===== config.mk =====
export PLATFORM = sky130hd
export DESIGN_NAME = design1_wrapper
export DESIGN_NICKNAME = d
export VERILOG_FILES = /design/src/rtl/design1_pkg.sv /design/src/rtl/uart_tx_core.sv /design/src/rtl/design1_wrapper.sv
export SDC_FILE = /design/constraint.sdc
export NUM_CORES = 1
export LEC_CHECK = 0
export CORE_MARGIN = 5
export CORE_UTILIZATION = 63
export CTS_BUF_LIST = sky130_fd_sc_hd__clkbuf_16
export DETAILED_ROUTE_END_ITERATION = 6
export PLACE_DENSITY = 0.8
export SYNTH_ARGS = -nofsm -noshare
export SYNTH_HDL_FRONTEND = slang
export SYNTH_SLANG_ARGS = --single-unit

===== constraint.sdc =====
create_clock -name clock -period 2.8 [get_ports clock]
set_input_delay 0.28 -clock clock [delete_from_list [all_inputs] [get_ports clock]]
set_output_delay 0.28 -clock clock [all_outputs]
set_load 0.03 [all_outputs]

===== src/rtl/design1_pkg.sv =====
// Shared constants, banner ROM and FSM state types for the UART boot/echo wrapper.
package design1_pkg;

    localparam int DEF_CLK_HZ     = 100_000_000;
    localparam int DEF_BAUD       = 230_400;
    localparam int DEF_BOOT_DELAY = 1000;
    localparam int BANNER_LEN     = 14;

    // Integer clocks per UART bit; truncation matches how the bit timer counts.
    function automatic int calc_clks_per_bit(input int clk_hz, input int baud);
        return clk_hz / baud;
    endfunction

    // "Hello World!\r\n"
    localparam logic [7:0] BANNER_ROM [BANNER_LEN] = '{
        8'h48, 8'h65, 8'h6C, 8'h6C, 8'h6F, 8'h20, 8'h57,
        8'h6F, 8'h72, 8'h6C, 8'h64, 8'h21, 8'h0D, 8'h0A
    };

    typedef enum logic [1:0] {
        TX_IDLE,
        TX_START,
        TX_DATA,
        TX_STOP
    } tx_state_e;

    typedef enum logic [2:0] {
        RX_IDLE,
        RX_START,
        RX_DATA,
        RX_STOP,
        RX_CLEANUP
    } rx_state_e;

endpackage


===== src/rtl/uart_tx_core.sv =====
// 8N1 UART transmitter: one byte per load, each bit held CLKS_PER_BIT clocks.
// Handshake: load_i is a valid strobe, !busy_o is ready; a byte transfers on a
// clock where both are high, and the start bit is driven on the next clock.
module uart_tx_core
    import design1_pkg::*;
#(
    parameter int CLKS_PER_BIT = 434
) (
    input  logic       clk_i,
    input  logic       rst_ni,
    input  logic [7:0] data_i,
    input  logic       load_i,
    output logic       busy_o,
    output logic       done_o,
    output logic       txd_o,
    output tx_state_e  state_o
);

    localparam logic [15:0] BIT_LAST = 16'(CLKS_PER_BIT - 1);

    tx_state_e   state_q, state_d;
    logic [15:0] cnt_q, cnt_d;
    logic [2:0]  bit_q, bit_d;
    logic [7:0]  data_q, data_d;
    logic        bit_end;

    assign bit_end = (cnt_q == BIT_LAST);
    assign state_o = state_q;

    // State and datapath registers; reset parks the line in IDLE (txd high).
    always_ff @(posedge clk_i or negedge rst_ni) begin
        if (!rst_ni) begin
            state_q <= TX_IDLE;
            cnt_q   <= '0;
            bit_q   <= '0;
            data_q  <= '0;
        end else begin
            state_q <= state_d;
            cnt_q   <= cnt_d;
            bit_q   <= bit_d;
            data_q  <= data_d;
        end
    end

    // Next state: walk START -> DATA x8 -> STOP, one bit time each.
    always_comb begin
        state_d = state_q;
        cnt_d   = cnt_q;
        bit_d   = bit_q;
        data_d  = data_q;
        case (state_q)
            TX_IDLE: begin
                if (load_i) begin
                    state_d = TX_START;
                    data_d  = data_i;
                    cnt_d   = '0;
                    bit_d   = '0;
                end
            end
            TX_START: begin
                if (bit_end) begin
                    state_d = TX_DATA;
                    cnt_d   = '0;
                end else begin
                    cnt_d = cnt_q + 16'd1;
                end
            end
            TX_DATA: begin
                if (bit_end) begin
                    cnt_d = '0;
                    if (bit_q == 3'd7) begin
                        state_d = TX_STOP;
                    end else begin
                        bit_d = bit_q + 3'd1;
                    end
                end else begin
                    cnt_d = cnt_q + 16'd1;
                end
            end
            TX_STOP: begin
                if (bit_end) begin
                    state_d = TX_IDLE;
                    cnt_d   = '0;
                end else begin
                    cnt_d = cnt_q + 16'd1;
                end
            end
            default: state_d = TX_IDLE;
        endcase
    end

    // Outputs decoded from the registered state so reset forces txd high at once.
    always_comb begin
        txd_o  = 1'b1;
        done_o = 1'b0;
        busy_o = (state_q != TX_IDLE);
        case (state_q)
            TX_START: txd_o = 1'b0;
            TX_DATA:  txd_o = data_q[bit_q];
            TX_STOP: begin
                txd_o  = 1'b1;
                done_o = bit_end;
            end
            default: txd_o = 1'b1;
        endcase
    end

endmodule


===== src/rtl/design1_wrapper.sv =====
// FPGA-top stand-in: sends a boot banner once per reset, then echoes UART RX bytes.
module design1_wrapper
    import design1_pkg::*;
#(
    parameter int CLK_HZ     = DEF_CLK_HZ,
    parameter int BAUD       = DEF_BAUD,
    parameter int BOOT_DELAY = DEF_BOOT_DELAY,
    parameter bit ECHO_EN    = 1'b1
) (
    input  logic clock,
    input  logic reset_rtl,
    output logic uart_rtl_txd,
    input  logic uart_rtl_rxd
);

    localparam int          CLKS_PER_BIT = calc_clks_per_bit(CLK_HZ, BAUD);
    localparam logic [15:0] BIT_LAST     = 16'(CLKS_PER_BIT - 1);
    localparam logic [15:0] MID_CNT      = 16'((CLKS_PER_BIT - 1) / 2);
    localparam logic [15:0] BOOT_LAST    = 16'(BOOT_DELAY - 1);
    localparam logic [3:0]  BANNER_LAST  = 4'(BANNER_LEN - 1);

    // TX side
    logic        tx_busy, tx_done, tx_load, tx_ready;
    logic [7:0]  tx_data;
    tx_state_e   tx_state;
    logic [15:0] boot_cnt_q;
    logic        boot_ok;
    logic [3:0]  banner_idx_q;
    logic        banner_last_q, banner_done_q;
    logic        ban_load, echo_load;

    // RX side
    logic [1:0]  rx_sync_q;
    logic        rx_s;
    rx_state_e   rx_state_q, rx_state_d;
    logic [15:0] rx_cnt_q, rx_cnt_d;
    logic [2:0]  rx_bit_q, rx_bit_d;
    logic [7:0]  rx_shift_q, rx_shift_d;
    logic        rx_wr;

    // Echo buffer (single entry)
    logic [7:0]  buf_q;
    logic        buf_full_q;

    // Loads are only offered while the transmitter reports IDLE.
    assign tx_ready  = !tx_busy && (tx_state == TX_IDLE);
    assign boot_ok   = (boot_cnt_q == BOOT_LAST);
    assign ban_load  = boot_ok && !banner_last_q && tx_ready;
    assign echo_load = banner_done_q && buf_full_q && tx_ready;
    assign tx_load   = ban_load || echo_load;
    assign tx_data   = ban_load ? BANNER_ROM[banner_idx_q] : buf_q;

    uart_tx_core #(
        .CLKS_PER_BIT(CLKS_PER_BIT)
    ) u_tx (
        .clk_i  (clock),
        .rst_ni (reset_rtl),
        .data_i (tx_data),
        .load_i (tx_load),
        .busy_o (tx_busy),
        .done_o (tx_done),
        .txd_o  (uart_rtl_txd),
        .state_o(tx_state)
    );

    // Boot delay and banner sequencer; banner done stays set until reset.
    always_ff @(posedge clock or negedge reset_rtl) begin
        if (!reset_rtl) begin
            boot_cnt_q    <= '0;
            banner_idx_q  <= '0;
            banner_last_q <= 1'b0;
            banner_done_q <= 1'b0;
        end else begin
            if (!boot_ok) boot_cnt_q <= boot_cnt_q + 16'd1;
            if (ban_load) begin
                if (banner_idx_q == BANNER_LAST) banner_last_q <= 1'b1;
                else                             banner_idx_q  <= banner_idx_q + 4'd1;
            end
            if (tx_done && banner_last_q) banner_done_q <= 1'b1;
        end
    end

    assign rx_s = rx_sync_q[1];

    // RX state, 2-FF synchronizer and datapath registers.
    always_ff @(posedge clock or negedge reset_rtl) begin
        if (!reset_rtl) begin
            rx_sync_q  <= 2'b11;
            rx_state_q <= RX_IDLE;
            rx_cnt_q   <= '0;
            rx_bit_q   <= '0;
            rx_shift_q <= '0;
        end else begin
            rx_sync_q  <= {rx_sync_q[0], uart_rtl_rxd};
            rx_state_q <= rx_state_d;
            rx_cnt_q   <= rx_cnt_d;
            rx_bit_q   <= rx_bit_d;
            rx_shift_q <= rx_shift_d;
        end
    end

    // RX next state: mid-bit sampling from a re-checked start bit; unknown levels never start a frame.
    always_comb begin
        rx_state_d = rx_state_q;
        rx_cnt_d   = rx_cnt_q;
        rx_bit_d   = rx_bit_q;
        rx_shift_d = rx_shift_q;
        case (rx_state_q)
            RX_IDLE: begin
                rx_cnt_d = '0;
                rx_bit_d = '0;
                if (rx_s == 1'b0) rx_state_d = RX_START;
            end
            RX_START: begin
                if (rx_cnt_q == MID_CNT) begin
                    rx_cnt_d = '0;
                    if (rx_s == 1'b0) rx_state_d = RX_DATA;
                    else              rx_state_d = RX_IDLE;
                end else begin
                    rx_cnt_d = rx_cnt_q + 16'd1;
                end
            end
            RX_DATA: begin
                if (rx_cnt_q == BIT_LAST) begin
                    rx_cnt_d   = '0;
                    rx_shift_d = {rx_s, rx_shift_q[7:1]};
                    if (rx_bit_q == 3'd7) rx_state_d = RX_STOP;
                    else                  rx_bit_d   = rx_bit_q + 3'd1;
                end else begin
                    rx_cnt_d = rx_cnt_q + 16'd1;
                end
            end
            RX_STOP: begin
                if (rx_cnt_q == BIT_LAST) begin
                    rx_cnt_d   = '0;
                    rx_state_d = RX_CLEANUP;
                end else begin
                    rx_cnt_d = rx_cnt_q + 16'd1;
                end
            end
            RX_CLEANUP: rx_state_d = RX_IDLE;
            default:    rx_state_d = RX_IDLE;
        endcase
    end

    // RX output: a byte is offered to the echo buffer only with a valid stop bit.
    always_comb begin
        rx_wr = 1'b0;
        if (ECHO_EN && rx_state_q == RX_STOP && rx_cnt_q == BIT_LAST) begin
            if (rx_s == 1'b1) rx_wr = 1'b1;
        end
    end

    // Echo buffer: drop new bytes while full; a same-clock read frees the slot for the new byte.
    always_ff @(posedge clock or negedge reset_rtl) begin
        if (!reset_rtl) begin
            buf_q      <= '0;
            buf_full_q <= 1'b0;
        end else if (rx_wr && (!buf_full_q || echo_load)) begin
            buf_q      <= rx_shift_q;
            buf_full_q <= 1'b1;
        end else if (echo_load) begin
            buf_full_q <= 1'b0;
        end
    end

endmodule


-- Word level (Yosys, flattened, before mapping)
Memory sizes are Yosys's and may differ from the RTL's.
Cells that the tools add are included.
- register bits: 92
- bits in latches: 0
- bits in writable memories: 0
- ROM bits: 128
- bits of input ports: 3
- output and inout bits: 1
- word-level logic and storage cells: 118
- memories: 1
- add/sub/neg operators: 6
- multiply operators: 0
- divide/modulo/power cells: 0
- order comparisons: 2
- eq/ne operators: 25
- shift operators: 0
- mux-type cells: 37
- bitwise logic cells: 2
- reductions and logical operators: 30
- memory list (name ; depth ; bits a word ; read ports ; clocked after Yosys merged registers in ; write ports ; line ; RTL):
    (name not given) ; 16 ; 8 ; 1 ; 0 ; 0 ; design1_wrapper.sv:51 ; assign tx_data = ban_load ? BANNER_ROM[banner_idx_q] : buf_q;
- operator list (cell ; number):
    16-bit two-way mux ; 4
    16-bit by 1-bit adder with 16-bit output (second input constant) ; 3
    16-bit one-hot mux with 3 select lines ; 1
    16-bit by 9-bit equality test with 1-bit output (second input constant) ; 2
    16-bit one-hot mux with 2 select lines ; 1
    3-bit two-way mux ; 10
    8-bit two-way mux ; 3
    16-bit by 10-bit equality test with 1-bit output (second input constant) ; 1
    16-bit by 8-bit equality test with 1-bit output (second input constant) ; 1
    2-bit inequality test (second input constant) ; 8
    2-bit two-way mux ; 6
    3-bit one-hot mux with 2 select lines ; 2
    3-bit one-hot mux with 4 select lines ; 1
    5-bit AND reduction ; 2
    1-bit logical AND ; 8
    2-bit by 1-bit inequality test with 1-bit output (second input constant) ; 4
    2-bit one-hot mux with 4 select lines ; 1
    2-bit AND reduction ; 4
    2-bit nonzero test ; 4
    3-bit by 1-bit adder with 3-bit output (second input constant) ; 2
    3-bit by 2-bit equality test with 1-bit output (second input constant) ; 2
    3-bit equality test (second input constant) ; 2
    1-bit two-way mux ; 6
    5-bit greater-or-equal comparator (second input constant) ; 1
    other kinds (19) ; 23

-- Longest topological paths before layout
- word-level depth: 7
- depth in mapped cells: 9
- depth with buffers taken out: 7

-- Hierarchy
A second synthesis with hierarchy kept.
- cell total of the unflattened synthesis: 479
- area total of the unflattened synthesis: 4904.7 um2
- by module, submodules not included (module ; times used ; cells each ; area an instance (um2) ; seq. area each (um2)):
    design1_wrapper ; 1 ; 319 ; 3264.4 ; 1579.0
    uart_tx_core ; 1 ; 160 ; 1640.3 ; 725.7

-- Worst setup path after synthesis
No wires, ideal clock.
- path type: register -> register
- from: register rx_cnt_q[13]
- to: register buf_q[7]
- setup time: 0.128 ns
- data arrival time: 2.230 ns
- required time: 2.672 ns
- path slack: 0.443 ns
- cell stages (with the launch flop): 6
- path buffers: 0
- period minus slack after synthesis: 2.357 ns
- cells stage by stage: dfrtp_1 or4_4 or4_1 nor4_4 nand4_4 mux2_1
- cells in the longest elaborated chain, start to end: 4
- ends and longest elaborated chain (what ; line ; RTL):
    start, declared ; design1_wrapper.sv:36 ; logic [15:0] rx_cnt_q, rx_cnt_d;
    start signal, assigned ; design1_wrapper.sv:96 ; rx_cnt_q <= rx_cnt_d;
    16-bit by 9-bit equality test with 1-bit output ; design1_wrapper.sv:149 ; if (ECHO_EN && rx_state_q == RX_STOP && rx_cnt_q == BIT_LAST) begin
    1-bit logical AND ; design1_wrapper.sv:149 ;
    1-bit two-way mux ; design1_wrapper.sv:149 ;
    1-bit logical AND ; design1_wrapper.sv:159 ; end else if (rx_wr && (!buf_full_q || echo_load)) begin
    end signal, assigned ; design1_wrapper.sv:160 ; buf_q <= rx_shift_q;
    end, declared ; design1_wrapper.sv:42 ; logic [7:0] buf_q;
Every way passes these cells.
A chain may end at the register's enable or synchronous reset.

-- Final worst setup path
Ends and elaborated chain as after synthesis.

==> results.json <==
{
  "synth_area_sq_mm": 0.00473,
  "timing.fmax_mhz": 398,
  "ys_async_sr_fraction": 1.00,
  "finalHoldViolCount": 0,
  "arrival_ns": 2.72,
  "total_power_mw": 2.71,
  "synthAdderAreaFrac": 0.0556,
  "outcome": "finished, final reports clean",
  "dieArea_sq_mm": 0.00934,
  "synth_top_area_frac": 0.476,
  "synthFlopType": "dfrtp_1",
  "rsz0062_at_grt": "false",
  "synth-xor-area-share": 0.0481,
  "min_period_ns": 2.51,
  "tritoncts": "yes",
  "dieWidth_um": 96.6,
  "drive_gt1_frac": 0.145,
  "path_clk_slew_ns": 0.06,
  "crit_start": "rx_cnt_q[13]",
  "vias": 3482,
  "postCtsSetupRepairBufs": 0,
  "portBuffers": 3,
  "regToRegStartpoint": "rx_cnt_q[13]",
  "setup_viol": 0,
  "htree_levels": 3,
  "initial_core_util": 0.649,
  "drtIter0Drc": 180,
  "skew_ns": 0.00784,
  "antenna_found_initial": 0,
  "track_usage": 0.207,
  "ios": 4,
  "place_congestion": 0.827,
  "crit_path_start_kind": "flop",
  "first_global_vias": 3516,
  "period_share": 0.897,
  "drt-vias-per-instance": 6.21,
  "synth_nets": 473,
  "insertion_delay_ns": 0.33,
  "timing_worst_slew_pin_value_ns": 0.719,
  "first_pass_iters": 4,
  "wl_um": 8970,
  "finalNetCount": 482,
  "grt_start_max_net_pins": 49,
  "final_cells": 561,
  "place_inst": 545,
  "cts_max_path_buffers": 2,
  "critPathCaptureType": "flop",
  "p_leak_nw": 2.39,
  "synth_top_cell_by_area": "dfrtp_1",
  "numCtsBuffers": 9,
  "coreArea_sq_mm": 0.00729,
  "endpoint": "buf_q[7]",
  "rows": 31,
  "synth.most_common_cell": "dfrtp_1",
  "hp-class": "flop to flop",
  "tns_ns": 0,
  "p_per_area_mw_per_mm2": 517,
  "clockRootBuffer": "clkbuf_16",
  "peakVddDrop_mv": 0.404,
  "yosys_warnings": 0,
  "synth-seq-cells": 92,
  "die_y_um": 96.6,
  "grt-ovfl-total": 0,
  "ys_seq_area_frac": 0.487,
  "synth-simple-area-share": 0.178,
  "slew_headroom": 0.516,
  "synth_compound_area_frac": 0.118,
  "reg2reg_setup_slack_ns": 0.29,
  "grt_pass1_wl_um": 16400,
  "wl_per_cell_um": 16.0,
  "synth_cells": 449,
  "r2r-end": "buf_q[7]",
  "dp_hpwl_um": 5970,
  "drcViolationCount": 0,
  "crit_path_max_fanout": 9,
  "cts.sinks": 92,
  "slew_viol_final": 0,
  "worstSetupPathType": "flop to flop",
  "ant_nets": 0,
  "r2r_cells": 5,
  "crit_required_ns": 3.01,
  "maxCapViolations": 0,
  "synth.distinct_cells": 60,
  "synth_commonest_cells": "dfrtp_1, nor2_1, nand2_1",
  "synthTopCellsByArea": "dfrtp_1, mux2_2, ha_1, nor2_1, o21ai_0",
  "synth_top_family_by_area": "simple AND/OR/NAND/NOR gates",
  "synth_mux_area_frac": 0.0868,
  "syn_avg_cell_area_sq_um": 10.5,
  "area_growth_pct": 10.7,
  "antenna_cells": 0,
  "synth_edf_count": 0
}
==> logic make-up (layout without fill, tap and decap cells) <==
| logic type | Yosys count | in the layout |
|---|---|---|
| flip-flops | 92 | 92 |
| AO/OA/AOI/OAI | 85 | 85 |
| XOR/XNOR | 26 | 26 |
| adder cells (fa/ha/maj) | 21 | 21 |
| buffers and inverters | 32 | 45 |
| AND/OR/NAND/NOR | 158 | 158 |
| multiplexers | 35 | 35 |
==> metrics by stage <==
stage,area (sq um),util,hold slack [ns],setup WS (ns)
2_1_floorplan,4730,-,-0.0156,0.443
3_3_place_gp,4900,0.672,0.322,0.371
3_5_place_dp,4900,0.672,0.328,0.298
4_1_cts,5240,0.718,0.355,0.277
5_1_grt,5240,0.718,0.354,0.0530
6_report,5240,0.718,0.356,0.287
==> state kept, by name, summed over array words and instances, names as in the netlist, 3 cells and up <==
register	count
rx_bit_q	3
u_tx.bit_q	3
rx_cnt_q	16
boot_cnt_q	16
u_tx.cnt_q	16
buf_q	8
u_tx.data_q	8
banner_idx_q	4
rx_shift_q	8
rx_state_q	3
==> critical path, cell delays in order, from the launching register on <==
cell,delay (ns)
dfrtp_1,0.42
or4_4,0.57
or4_1,0.47
nor4_4,0.35
nand4_4,0.23
mux2_1,0.37
==> power by group <==
group / switching (mW) / internal (mW) / total (mW)
clock network: 0.480 / 0.861 / 1.34
logic: 0.0257 / 0.00612 / 0.0318
registers: 0.00161 / 1.33 / 1.33
==> placed cells by master (no fill, tap or decap), types with 5 or more instances in the layout <==
cell / instances
xnor2_1: 12
nor2_1: 45
dfrtp_1: 90
inv_1: 18
ha_1: 21
buf_4: 7
clkbuf_16: 9
nand4_1: 16
and3_1: 8
nor4_1: 5
o21ai_0: 31
a21oi_1: 16
mux2i_1: 5
o31ai_1: 5
xor2_1: 14
nand3_1: 19
nand2_1: 32
mux2_2: 27
==> what timing repair did <==
item,in CTS,in global routing
hold buffers,1,0
setup endpoints to repair,0,0
endpoints found under the hold margin,44,0
resized for setup,0,0
==> worst min-delay path by stage <==
stage | startpoint | end | slack [ns] | depth (start not counted)
final | rx_sync_q[0] | rx_sync_q[1] | 0.36 | 0
after global routing | uart_rtl_rxd | rx_sync_q[0] | 0.35 | 1
after CTS | uart_rtl_rxd | rx_sync_q[0] | 0.35 | 1
after detailed placement | reset_rtl | boot_cnt_q[7] | 0.33 | 1
after global placement | reset_rtl | boot_cnt_q[7] | 0.32 | 1
after floorplan | reset_rtl | banner_done_q | -0.02 | 0
==> area by class of cell <==
| class | count | area, sq um |
|---|---|---|
| Multi-Input combinational cell | 325 | 2310 |
| Tap cell | 99 | 124 |
| Clock buffer | 9 | 225 |
| Timing Repair Buffer | 11 | 103 |
| Sequential cell | 92 | 2300 |
| Inverter | 19 | 71.3 |
| Clock inverter | 6 | 104 |
| Fill cell | 529 | 2050 |
==> metal layers <==
metal,track usage,routed length [um],vias to the layer above
met1,0.277,4010,1771
met4,0.0810,139,0
met3,0.0367,251,11
met5,0,0,-
met2,0.337,4570,61
li1,-,-,1639
(Power assumes the default switching activity.)
